**src/rtl/spi_master_ctrl_if.sv**
```systemverilog
// Command/response handshake bundle for spi_master_ctrl.
// The host drives commands and receives captured read bytes.
interface spi_master_ctrl_if;
  logic       cmd_valid;
  logic       cmd_ready;
  logic [1:0] cmd_type;
  logic [7:0] cmd_data;
  logic       rsp_valid;
  logic [7:0] rsp_data;
  logic       busy;

  modport master (
    output cmd_valid, cmd_type, cmd_data,
    input  cmd_ready, rsp_valid, rsp_data, busy
  );

  modport slave (
    input  cmd_valid, cmd_type, cmd_data,
    output cmd_ready, rsp_valid, rsp_data, busy
  );
endinterface

```
**src/rtl/spi_master_ctrl.sv**
```systemverilog
// SPI master: serialises 11-bit command frames on MOSI under SS_n
// and captures one MISO byte for read-data commands.
module spi_master_ctrl #(
  parameter int RD_WAIT  = 4,
  parameter int WR_HOLD  = 1,
  parameter int IDLE_GAP = 1
) (
  input  logic             clk,
  input  logic             rst_n,
  spi_master_ctrl_if.slave bus,
  output logic             SS_n,
  output logic             MOSI,
  input  logic             MISO
);

  typedef enum logic [2:0] {
    IDLE, START, SHIFT, HOLD, WAIT, CAPTURE, GAP
  } state_t;

  localparam logic [7:0] WAIT_LAST = 8'(RD_WAIT - 1);
  localparam logic [7:0] HOLD_LAST = 8'(WR_HOLD - 1);
  localparam logic [7:0] GAP_LAST  = 8'(IDLE_GAP - 1);

  state_t      state, state_n;
  state_t      after_shift, after_frame;
  logic [7:0]  cnt, cnt_n;
  logic [10:0] frame, frame_n;
  logic        rd, rd_n;
  logic [7:0]  sh, sh_n;
  logic [7:0]  rsp_d, rsp_d_n;
  logic        rsp_v, rsp_v_n;
  logic        ss_n_n, mosi_n;

  // zero-length phases are skipped entirely
  always_comb begin
    after_frame = (IDLE_GAP > 0) ? GAP : IDLE;
    if (rd)
      after_shift = (RD_WAIT > 0) ? WAIT : CAPTURE;
    else
      after_shift = (WR_HOLD > 0) ? HOLD : after_frame;
  end

  always_comb begin
    state_n = state;
    cnt_n   = cnt;
    frame_n = frame;
    rd_n    = rd;
    sh_n    = sh;
    rsp_d_n = rsp_d;
    rsp_v_n = 1'b0;
    mosi_n  = 1'b0;
    unique case (state)
      IDLE: begin
        if (bus.cmd_valid) begin
          state_n = START;
          frame_n = {bus.cmd_type[1], bus.cmd_type, bus.cmd_data};
          rd_n    = &bus.cmd_type;
          cnt_n   = 8'd0;
        end
      end
      START: begin
        state_n = SHIFT;
        cnt_n   = 8'd0;
        mosi_n  = frame[10];
        frame_n = {frame[9:0], 1'b0};
      end
      SHIFT: begin
        if (cnt == 8'd10) begin
          state_n = after_shift;
          cnt_n   = 8'd0;
        end else begin
          cnt_n   = cnt + 8'd1;
          mosi_n  = frame[10];
          frame_n = {frame[9:0], 1'b0};
        end
      end
      HOLD: begin
        if (cnt == HOLD_LAST) begin
          state_n = after_frame;
          cnt_n   = 8'd0;
        end else begin
          cnt_n = cnt + 8'd1;
        end
      end
      WAIT: begin
        if (cnt == WAIT_LAST) begin
          state_n = CAPTURE;
          cnt_n   = 8'd0;
        end else begin
          cnt_n = cnt + 8'd1;
        end
      end
      CAPTURE: begin
        sh_n = {sh[6:0], MISO};
        if (cnt == 8'd7) begin
          state_n = after_frame;
          cnt_n   = 8'd0;
          rsp_v_n = 1'b1;
          rsp_d_n = {sh[6:0], MISO};
        end else begin
          cnt_n = cnt + 8'd1;
        end
      end
      GAP: begin
        if (cnt == GAP_LAST) begin
          state_n = IDLE;
          cnt_n   = 8'd0;
        end else begin
          cnt_n = cnt + 8'd1;
        end
      end
      default: begin
        state_n = IDLE;
        cnt_n   = 8'd0;
      end
    endcase
    ss_n_n = (state_n == IDLE) || (state_n == GAP);
  end

  always_ff @(posedge clk) begin
    if (!rst_n) begin
      state <= IDLE;
      cnt   <= 8'd0;
      frame <= 11'd0;
      rd    <= 1'b0;
      sh    <= 8'd0;
      rsp_d <= 8'd0;
      rsp_v <= 1'b0;
      SS_n  <= 1'b1;
      MOSI  <= 1'b0;
    end else begin
      state <= state_n;
      cnt   <= cnt_n;
      frame <= frame_n;
      rd    <= rd_n;
      sh    <= sh_n;
      rsp_d <= rsp_d_n;
      rsp_v <= rsp_v_n;
      SS_n  <= ss_n_n;
      MOSI  <= mosi_n;
    end
  end

  assign bus.cmd_ready = (state == IDLE);
  assign bus.busy      = (state != IDLE);
  assign bus.rsp_valid = rsp_v;
  assign bus.rsp_data  = rsp_d;

endmodule

```
**src/flat_wrapper.sv**
```systemverilog
// flat-port wrapper written by rule: the top's interface ports become plain ports
module spi_master_ctrl_flat 
#(
  parameter int RD_WAIT  = 4,
  parameter int WR_HOLD  = 1,
  parameter int IDLE_GAP = 1
)
  (clk, rst_n, SS_n, MOSI, MISO, bus_cmd_valid, bus_cmd_type, bus_cmd_data, bus_cmd_ready, bus_rsp_valid, bus_rsp_data, bus_busy);
  spi_master_ctrl_if bus_i ();
  input  logic clk;
  input  logic rst_n;
  output logic SS_n;
  output logic MOSI;
  input  logic MISO;
  input wire logic [$bits(bus_i.cmd_valid)-1:0] bus_cmd_valid;
  input wire logic [$bits(bus_i.cmd_type)-1:0] bus_cmd_type;
  input wire logic [$bits(bus_i.cmd_data)-1:0] bus_cmd_data;
  output wire logic [$bits(bus_i.cmd_ready)-1:0] bus_cmd_ready;
  output wire logic [$bits(bus_i.rsp_valid)-1:0] bus_rsp_valid;
  output wire logic [$bits(bus_i.rsp_data)-1:0] bus_rsp_data;
  output wire logic [$bits(bus_i.busy)-1:0] bus_busy;
  assign bus_i.cmd_valid = bus_cmd_valid;
  assign bus_i.cmd_type = bus_cmd_type;
  assign bus_i.cmd_data = bus_cmd_data;
  assign bus_cmd_ready = bus_i.cmd_ready;
  assign bus_rsp_valid = bus_i.rsp_valid;
  assign bus_rsp_data = bus_i.rsp_data;
  assign bus_busy = bus_i.busy;
  spi_master_ctrl #(.RD_WAIT(RD_WAIT), .WR_HOLD(WR_HOLD), .IDLE_GAP(IDLE_GAP)) u_core (.clk(clk), .rst_n(rst_n), .bus(bus_i), .SS_n(SS_n), .MOSI(MOSI), .MISO(MISO));
endmodule
```
**config.mk**
```make
export PLATFORM = sky130hd
export DESIGN_NAME = spi_master_ctrl_flat
export DESIGN_NICKNAME = d
export VERILOG_FILES = /design/src/rtl/spi_master_ctrl_if.sv /design/src/rtl/spi_master_ctrl.sv /design/src/flat_wrapper.sv
export SDC_FILE = /design/constraint.sdc
export NUM_CORES = 1
export LEC_CHECK = 0
export ABC_AREA = 1
export CAP_MARGIN = 20
export CELL_PAD_IN_SITES_DETAIL_PLACEMENT = 1
export CELL_PAD_IN_SITES_GLOBAL_PLACEMENT = 2
export CORE_ASPECT_RATIO = 1.4
export CORE_MARGIN = 2
export CORE_UTILIZATION = 28
export CTS_CLUSTER_DIAMETER = 100
export DETAILED_ROUTE_END_ITERATION = 16
export PLACE_DENSITY = 0.81
export SLEW_MARGIN = 5
export SYNTH_ARGS = -nofsm -noshare
export SYNTH_HDL_FRONTEND = slang
export SYNTH_SLANG_ARGS = --single-unit
```
**constraint.sdc**
```tcl
create_clock -name clk -period 1.4 [get_ports clk]
set_input_delay 0.28 -clock clk [delete_from_list [all_inputs] [get_ports clk]]
set_output_delay 0.28 -clock clk [all_outputs]
set_load 0.01 [all_outputs]
```
### After elaboration in Yosys (flattened, before gate mapping)

Cells that the tools add are included.

| storage, ports and cells | value |
|---|---|
| register bits after elaboration | 41 |
| input port bits | 14 |
| output and inout bits | 13 |
| word-level logic and storage cells | 54 |

| operators by class | value |
|---|---|
| add/sub/neg operators | 1 |
| equal/unequal tests | 12 |
| multiplexer cells | 20 |
| reduce and logical (&&, ||, !) cells | 12 |

Operator list:

| cell | number |
|---|---|
| $mux 8 | 5 |
| $pmux 8 s5 | 1 |
| $pmux 11 s3 | 1 |
| $mux 11 | 2 |
| $mux 3 | 7 |
| $pmux 3 s7 | 1 |
| $eq 3x3->1 const B | 4 |
| $add 8x1->8 const B | 1 |
| $eq 8x2->1 const B | 1 |
| $eq 8x3->1 const B | 1 |
| $eq 8x4->1 const B | 1 |
| $logic_not 8->1 | 1 |
| $reduce_and 2->1 | 4 |
| $eq 3x2->1 const B | 2 |
| $logic_not 3->1 | 2 |
| $reduce_bool 3->1 | 2 |
| $ne 2x2->1 const B | 2 |
| $eq 3x1->1 const B | 1 |
| $reduce_and 3->1 | 1 |
| $mux 1 | 2 |
| $pmux 1 s2 | 1 |
| $reduce_or 2->1 | 1 |
| $logic_or 1x1->1 | 1 |

### Depth between registers and ports, before layout

Gate-level depths: netlist of the first run.

| logic depth | value |
|---|---|
| word-level depth | 5 |
| mapped depth | 11 |
| mapped depth without buffers | 11 |

### Least setup slack after synthesis of the first run

Ideal clock, no wire load.

| path | value |
|---|---|
| path type | register to register |
| start point | register u_core.cnt[0] |
| end point | register u_core.cnt[4] |
| setup time | 0.110 ns |
| data arrival time | 1.331 ns |
| required time | 1.290 ns |
| path slack | -0.041 ns |
| cell stages (with the launch flop) | 12 |
| path buffers | 0 |
| clock period less this slack | 1.441 ns |
| path through | dfxtp_1 inv_1 ha_1 nand3_1 nor2_2 inv_1 nand2_1 nand2_1 nor2_2 nand2_2 nand3b_1 inv_1 |

| between the ends | value |
|---|---|
| longest elaborated chain between the ends | 3 |
| elaborated cells between the ends (all ways) | 10 |
| classes of those cells | 1 x add/sub; 3 x eq/ne; 5 x mux; 1 x reduce/logical |

RTL lines:

| what | line | text |
|---|---|---|
| start: declaration | spi_master_ctrl.sv:26 | `logic [7:0] cnt, cnt_n;` |
| start signal: assignment | spi_master_ctrl.sv:133 | `cnt <= cnt_n;` |
| $add 8x1->8, or another cell as far along | -- |  |
| $mux 8, on equally long branches | -- |  |
| $pmux 8 s5 (*) | spi_master_ctrl.sv:52 | `unique case (state)` |

Mark *: on every way between the ends. The rest lies on a longest branch, timed or not.
A chain may end at the register's enable or synchronous reset.

### Final worst setup path of the first run

| path | value |
|---|---|
| start point | register u_core.cnt[6] |
| end point | register u_core.state[0] |

| between the ends | value |
|---|---|
| longest elaborated chain between the ends | 3 |
| elaborated cells between the ends (all ways) | 10 |
| classes of those cells | 3 x eq/ne; 6 x mux; 1 x reduce/logical |

RTL lines:

| what | line | text |
|---|---|---|
| $eq 8x3->1, or another cell as far along | spi_master_ctrl.sv:95 | `if (cnt == 8'd7) begin` |
| $mux 3, on equally long branches | -- |  |
| $pmux 3 s7 (*) | spi_master_ctrl.sv:52 |  |
| end signal: assignment | spi_master_ctrl.sv:132 | `state <= state_n;` |
| end: declaration | spi_master_ctrl.sv:24 | `state_t state, state_n;` |

Marked as above.

==> results.py, run 1 <==
metrics = {
    "floorplan": {
        "io_pins": 27,
        "fp.dieH_um": 104,
        "core_area_um2": 6980,
        "die_x_um": 75.7,
        "num_rows": 36,
        "initial_core_util_pct": 28.9,
        "die-area_um2": 7910,
    },
    "setup_path": {
        "critPathLaunchType": "register",
        "r2r-end": "u_core.state[0]$_SDFF_PN0_",
        "crit_path_start": "u_core.cnt[6]$_SDFFE_PN0P_",
        "worstSetupEndpointType": "register",
        "crit_type": "reg2reg",
        "cpPeakStageDelay_ns": 0.35,
        "reg2reg_depth": 10,
        "r2r_slack_ns": -0.07,
        "r2r_start": "u_core.cnt[6]$_SDFFE_PN0P_",
        "worstPathRequired_ns": 1.60,
        "crit_fanout": 4,
        "cp_common_cell": "nand2_1",
        "path_cells": "nor2_4 > nand2_4 > buf_6 > o21ai_4 > nand2_1 > inv_1 > nand2_1 > nor2_2 > buf_4 > nor2_1",
        "cp.arrival_ns": 1.66,
        "crit_slowest_cell": "dfxtp_2",
    },
    "clock_tree": {
        "cts_num_sinks": 41,
        "numCtsBuffers": 5,
        "cts_tree": "done",
        "clk_path_buf_depth": 2,
        "clkTransAtPathRegs_ns": 0.08,
        "cts_root_buf": "clkbuf_8",
        "clkLatencyLatePin_ns": 0.30,
        "cts-htree-levels": 2,
    },
    "place": {
        "placed_area_um2": 2650,
        "dp.final_hpwl_um": 4210,
        "place_ws_ns": -0.217,
        "gp_congestion": 0.807,
        "place.port_buffers": 26,
        "dp_cells": 429,
    },
    "final_layout": {
        "area_delta_synth_final_pct": 53.8,
        "drive_above_1_share_pct": 36.1,
        "finish.utilization_pct": 44.4,
        "fin_area_um2": 3100,
        "stdcell_count": 444,
        "fin_nets": 365,
        "diodes": 0,
    },
    "routing": {
        "finalWirelength_um": 5940,
        "routedWlPerCell_um": 13.4,
        "ant_nets": 0,
        "drt_iter0_markers": 31,
        "via_count": 1999,
        "drc": 0,
        "drt_pre_antenna_iters": 3,
        "via_per_inst": 4.50,
    },
    "global_route": {
        "grt_max_degree": 20,
        "antenna_found_initial": 0,
        "grt_use_total_pct": 15.7,
        "grt_pass1_vias": 2074,
        "gr-total-overflow": 0,
        "grt_pass1_wl_um": 9690,
    },
    "power_and_ir_drop": {
        "ir_drop_mv": 0.651,
        "power_leakage_nw": 1.36,
        "p_int_mw": 2.09,
        "swShare_pct": 28.3,
        "power.share.combinational_pct": 21.8,
        "clock_power_share_pct": 34.8,
        "p_per_area_nw_per_um2": 942,
        "seqPwrFrac_pct": 43.4,
        "power_switching_mw": 0.827,
    },
    "sta": {
        "slew_viol_final": 0,
        "worst_slack_ns": -0.0654,
        "hold_violations": 0,
        "fmaxAchievable_ghz": 0.682,
        "period_needed_ns": 1.47,
        "final.setup.tns_ns": -0.192,
        "slew_headroom_pct": 83.3,
        "tightest_slew_ns": 0.250,
        "fin_crit_sh_pct": 105,
        "setup_viol_count_final": 12,
        "clock_skew_ns": 0.00629,
        "rsz0062_at_grt": "true",
    },
    "synthesis": {
        "syn_nets": 294,
        "synthDistinctLibCells": 29,
        "synth_seq_cells": 41,
        "synth_area_leaders": "dfxtp_1 41%, nand2_1 8.0%, inv_1 7.3%",
        "syn_area_per_cell_um2": 7.28,
        "seq_area_frac_synth_pct": 40.7,
        "synth.cell_area_um2": 2020,
        "syn_inst": 277,
        "yosys_warnings": 0,
        "yosys.area.top_type": "dfxtp_1",
        "synth_top_area_share_pct": 40.7,
    },
    "hold_path": {
        "min_path_type": "reg2reg",
        "hold_path_depth": 2,
        "hold_path_startpoint": "u_core.frame[1]$_SDFFE_PN0P_",
        "min_to": "u_core.frame[1]$_SDFFE_PN0P_",
    },
    "status": {
        "violations": "setup timing",
        "status": "finished with violations",
    },
    "job": {
        "cap_violations": 0,
    },
}
-- cells in the final DEF (no fill, tap or decap), types with 2 or more instances in the layout --
| cell type | instances |
|---|---|
| nor2_4 | 13 |
| xor2_1 | 4 |
| dfxtp_4 | 4 |
| dfxtp_1 | 32 |
| buf_6 | 3 |
| ha_4 | 3 |
| o21ai_2 | 2 |
| nand2_2 | 9 |
| o21ai_1 | 20 |
| nand2_4 | 6 |
| nand2_1 | 34 |
| clkbuf_8 | 6 |
| o21ai_0 | 19 |
| nand3_4 | 4 |
| a21oi_1 | 22 |
| buf_4 | 38 |
| clkdlybuf4s50_1 | 13 |
| nand3_1 | 14 |
| inv_2 | 9 |
| inv_1 | 34 |
| nand3_2 | 4 |
| buf_12 | 2 |
| nand3b_1 | 3 |
| nor2_2 | 7 |
| nand2_8 | 2 |
| dfxtp_2 | 5 |
| dlygate4sd2_1 | 11 |
| nor2_1 | 13 |
-- routing by layer --
| layer | up-vias | wire length, µm | GRT usage, % |
|---|---|---|---|
| li1 | 1028 | - | - |
| met1 | 940 | 2420 | 18.5 |
| met2 | 20 | 3230 | 27.9 |
| met3 | 11 | 126 | 3.20 |
| met4 | 0 | 161 | 4.14 |
| met5 | - | 0 | 0 |
-- critical path, delay by kind of cell (launching register included) --
family,cells,cell delay (ns)
compound gates,1,0.16
buf+inv,3,0.34
flops,1,0.35
simple gates,6,0.53
-- cell families (layout without fill, tap and decap cells) --
| logic type | after synthesis | in the layout | share of synthesized area [%] |
|---|---|---|---|
| AOI/OAI and AO/OA | 67 | 67 | 17.2 |
| buffers and inverters | 53 | 123 | 11.0 |
| xor gates and xnor gates | 4 | 4 | 1.74 |
| DFF | 41 | 41 | 40.7 |
| and+or+nand+nor | 109 | 111 | 27.4 |
| adders and majority gates | 3 | 3 | 1.86 |
-- synth_stat cells, drive strengths merged --
cell and number:
clkbuf 2, a21oi 23, xor2 4, clkinv 1, nand3b 3, dfxtp 41, a211oi 1, nand4 1
a21boi 1, nor2 33, ha 3, nand2 51, nor3 1, o21ai 42, nand3 20, inv 44
buf 6
-- what timing repair did --
item	4_1_cts	5_1_grt
pin swaps	23	9
hold buffers	0	0
endpoints found under the setup margin	45	32
buffers inserted	4	2
resized for setup	77	26
cloned	2	0
-- layout make-up --
cell class / instances / area [µm²]
Fill cell: 847 / 3880
Multi-Input combinational cell: 185 / 1230
Sequential cell: 41 / 842
Timing Repair Buffer: 70 / 617
Inverter: 45 / 174
Tap cell: 95 / 119
Clock buffer: 7 / 86.3
Clock inverter: 1 / 30.0
-- state kept, by name, indices dropped and copies added, names as in the netlist --
register	flops
u_core.frame	11
u_core.bus.rsp_data	8
u_core.cnt	8
u_core.sh	7
u_core.state	3
u_core.MOSI	1
u_core.SS_n	1
u_core.bus.rsp_valid	1
u_core.rd	1
-- per-stage QoR --
| step | power (mW) | hold WS [ns] |
|---|---|---|
| final | 2.92 | 0.453 |
| after detailed placement | 1.83 | 0.446 |
| after floorplan | 1.59 | 0.383 |
| after global placement | 1.82 | 0.434 |
| after CTS | 2.90 | 0.457 |
| after global routing | 3.07 | 0.476 |
-- power groups by stage --
stage | logic, mW | registers (mW) | clock network (mW)
after floorplan | 0.309 | 1.28 | 0
after global placement | 0.529 | 1.29 | 0
after detailed placement | 0.539 | 1.29 | 0
after CTS | 0.601 | 1.27 | 1.04
after global routing | 0.703 | 1.27 | 1.09
final | 0.638 | 1.27 | 1.02
-- how the worst max path moves through the flow --
stage,to,cells after the start,slack [ns]
6_report,u_core.state[0]$_SDFF_PN0_,10,-0.07
4_1_cts,u_core.cnt[6]$_SDFFE_PN0P_,9,-0.05
5_1_grt,u_core.state[0]$_SDFF_PN0_,10,-0.14
3_3_place_gp,u_core.frame[8]$_SDFFE_PN0P_,8,-0.15
3_5_place_dp,u_core.frame[7]$_SDFFE_PN0P_,6,-0.22
2_1_floorplan,u_core.SS_n$_SDFF_PN1_,9,0.0009
(Power assumes the default switching activity.)
==> run 2, diff against run 1 <==
--- a/config.mk
+++ b/config.mk
@@ -14,8 +14,9 @@
 export CORE_UTILIZATION = 28
 export CTS_CLUSTER_DIAMETER = 100
 export DETAILED_ROUTE_END_ITERATION = 16
+export HOLD_SLACK_MARGIN = 0.05
 export PLACE_DENSITY = 0.81
-export SLEW_MARGIN = 5
+export SLEW_MARGIN = 20
 export SYNTH_ARGS = -nofsm -noshare
 export SYNTH_HDL_FRONTEND = slang
 export SYNTH_SLANG_ARGS = --single-unit
==> results of run 2 <==
Final layout, timing and power as in run 1 (identical DEF).
==> RTL change (flow settings as in run 1) <==
`WR_HOLD` is set to 1 in 2 places; all go to 0.
--- a/src/rtl/spi_master_ctrl.sv
+++ b/src/rtl/spi_master_ctrl.sv
@@ -2,7 +2,7 @@
 // and captures one MISO byte for read-data commands.
 module spi_master_ctrl #(
   parameter int RD_WAIT  = 4,
-  parameter int WR_HOLD  = 1,
+  parameter int WR_HOLD  = 0,
   parameter int IDLE_GAP = 1
 ) (
   input  logic             clk,
--- a/src/flat_wrapper.sv
+++ b/src/flat_wrapper.sv
@@ -2,7 +2,7 @@
 module spi_master_ctrl_flat 
 #(
   parameter int RD_WAIT  = 4,
-  parameter int WR_HOLD  = 1,
+  parameter int WR_HOLD  = 0,
   parameter int IDLE_GAP = 1
 )
   (clk, rst_n, SS_n, MOSI, MISO, bus_cmd_valid, bus_cmd_type, bus_cmd_data, bus_cmd_ready, bus_rsp_valid, bus_rsp_data, bus_busy);
Formal check against the unedited RTL: no difference found for any inputs over 10 cycles, from zero or initial values and one cycle with rst_n low; that may be too few to reach the edited logic, so the function may still have changed.
==> RTL change against run 1 <==
The run still ends with setup timing left; synthesized cell count up 14%; via count grew 26%; wire length grew 40%; sequential cell count unchanged; worst setup slack worse by 0.055 ns; count of clock-buffer cells in the layout fell by 2; power rose by 15%; area after synthesis rose by 6.6%; cell count is 16% higher; first-iteration DRC count up 120%; cell area is 21% higher.
==> RTL change: results (changes against run 1) <==
* Status: finished, violations left
* Violated checks: setup timing
* Layout cells sized above 1 at 0.452 (+0.0911)
* Top_reg_cell synth: dfxtp_1
* Final non-filler cell total at 515 (+16%)
* Fillers at 910 (+7.4%)
* Detail-routed net length per standard cell at 16.2 microns (+21%)
* Dpl cell area at 0.00296 sq mm (+12%)
* Share of the synthesized area in the top cell type at 0.382 (-0.0253)
* GRT Util Overall at 0.190 (+0.0328)
* Synthesized net count at 334 (+14%)
* Vias in the first global route at 2,590 (+25%)
* Sequential share of the synthesized area at 0.382 (-0.0253)
* Cells after DPL at 489 (+14%)
* Final Skew at 0.00458 ns (-0.00171 ns)
* Synth top cells by count: 65 x nand2_1, 49 x inv_1, 41 x dfxtp_1, 36 x o21ai_0, 29 x nand3_1
* Final #Nets at 434 (+19%)
* Worst Tran Pin Value at 0.501 ns (+0.251 ns)
* Final worst slack at -0.120 ns (-0.0545 ns)
* Critical path arrival at 1.74 ns (+0.08 ns)
* Placer Congestion at 0.837 (+3.7%)
* Final HPWL DP at 5160 microns (+23%)
* First-pass GRT wire length at 12,300 microns (+27%)
* Worst VDD drop at 671 uV (+3.2%)
* Final setup fails at 23 (+11)
* Netlist cell types at 27 (-6.9%)
* Clock Latency Late Sink at 0.31 ns
* Largest net degree at the start of global routing at 27 (+35%)
* Top cells by area, synth: dfxtp_1 38%, nand2_1 11%, inv_1 8.6%, o21ai_0 8.4%, nand3_1 6.7%
* Switching Fraction at 0.325 (+0.0415)
* Place WS at -0.259 ns (-0.0419 ns)
* Syn avg cell area at 6.78 sq um (-6.8%)
* DR vias at 2,523 (+26%)
* TritonRoute pass-1 iters at 4 (+1)
* Leak at 1.68 nW (+23%)
[RTL change: cell count changes after synthesis, sizes merged, moves of 2 or more]
| cell | before | now |
|---|---|---|
| nand4 | 1 | 7 |
| nand2 | 51 | 70 |
| nand3 | 20 | 31 |
| xor2 | 4 | 1 |
| nand3b | 3 | 0 |
| clkbuf | 2 | 4 |
| nor2 | 33 | 26 |
| o21bai | 0 | 3 |
| o211ai | 0 | 2 |
| inv | 44 | 54 |
[RTL change: area by class of cell]
| cell class | count | area (sq um) | share of cell area |
|---|---|---|---|
| multi-input combinational | 213 | 1520 | 0.404 |
| timing repair buffer | 102 | 942 | 0.250 |
| sequential | 41 | 845 | 0.224 |
| inverter | 54 | 219 | 0.0582 |
| tap | 97 | 121 | 0.0322 |
| clock buffer | 5 | 68.8 | 0.0183 |
| clock inverter | 3 | 46.3 | 0.0123 |
[RTL change: timing repair]
item,CTS,global route
pin swaps,29,40
setup buffers,9,9
hold buffers,0,0
resized for setup,107,63
endpoints found under the setup margin,42,34
endpoints found under the hold margin,0,0
gates cloned,2,1
[RTL change: logic make-up after synthesis]
logic type / synth area share
buf+inv: 0.118
xor+xnor: 0.00407
fa+ha+maj: 0.0175
simple gates: 0.301
flops: 0.382
compound gates: 0.178
[RTL change: power by group through the flow]
stage | Clock, mW | Combinational [mW] | Sequential [mW]
5_1_grt | 1.08 | 1.14 | 1.29
2_1_floorplan | 0 | 0.352 | 1.30
6_report | 1.01 | 1.05 | 1.28
3_3_place_gp | 0 | 0.627 | 1.30
3_5_place_dp | 0 | 0.639 | 1.30
4_1_cts | 1.05 | 0.866 | 1.28
[RTL change: path summary, 6_finish.rpt]
kind         cells past startpoint          start             to  slack (ns)
min                              2   u_core.sh[3]   u_core.sh[3]        0.47
min reg2reg                      2   u_core.sh[3]   u_core.sh[3]        0.47
max                             11  u_core.cnt[1]  u_core.cnt[1]       -0.12
max reg2reg                     11  u_core.cnt[1]  u_core.cnt[1]       -0.12
[RTL change: stage by stage]
step           setup TNS, ns  hold WS [ns]
6_report               -1.78         0.468
5_1_grt                -4.02         0.489
4_1_cts                -1.01         0.455
3_5_place_dp           -4.52         0.441
3_3_place_gp           -2.90         0.434
2_1_floorplan         -0.137         0.383
[RTL change: metal layers]
layer | part of all wire | global-route usage
met1 | 0.36 | 0.192
met2 | 0.57 | 0.366
met3 | 0.023 | 0.0319
met4 | 0.040 | 0.0977
met5 | 0 | 0
[RTL change: critical path, cell delays in order (launching register included)]
cell	delay [ns]
dfxtp_4	0.40
ha_4	0.19
nand3_4	0.09
nor2_4	0.17
inv_2	0.08
buf_6	0.11
nand3_2	0.05
nand2_1	0.06
nor2_1	0.11
nand3_1	0.08
nand2_1	0.07
inv_1	0.03
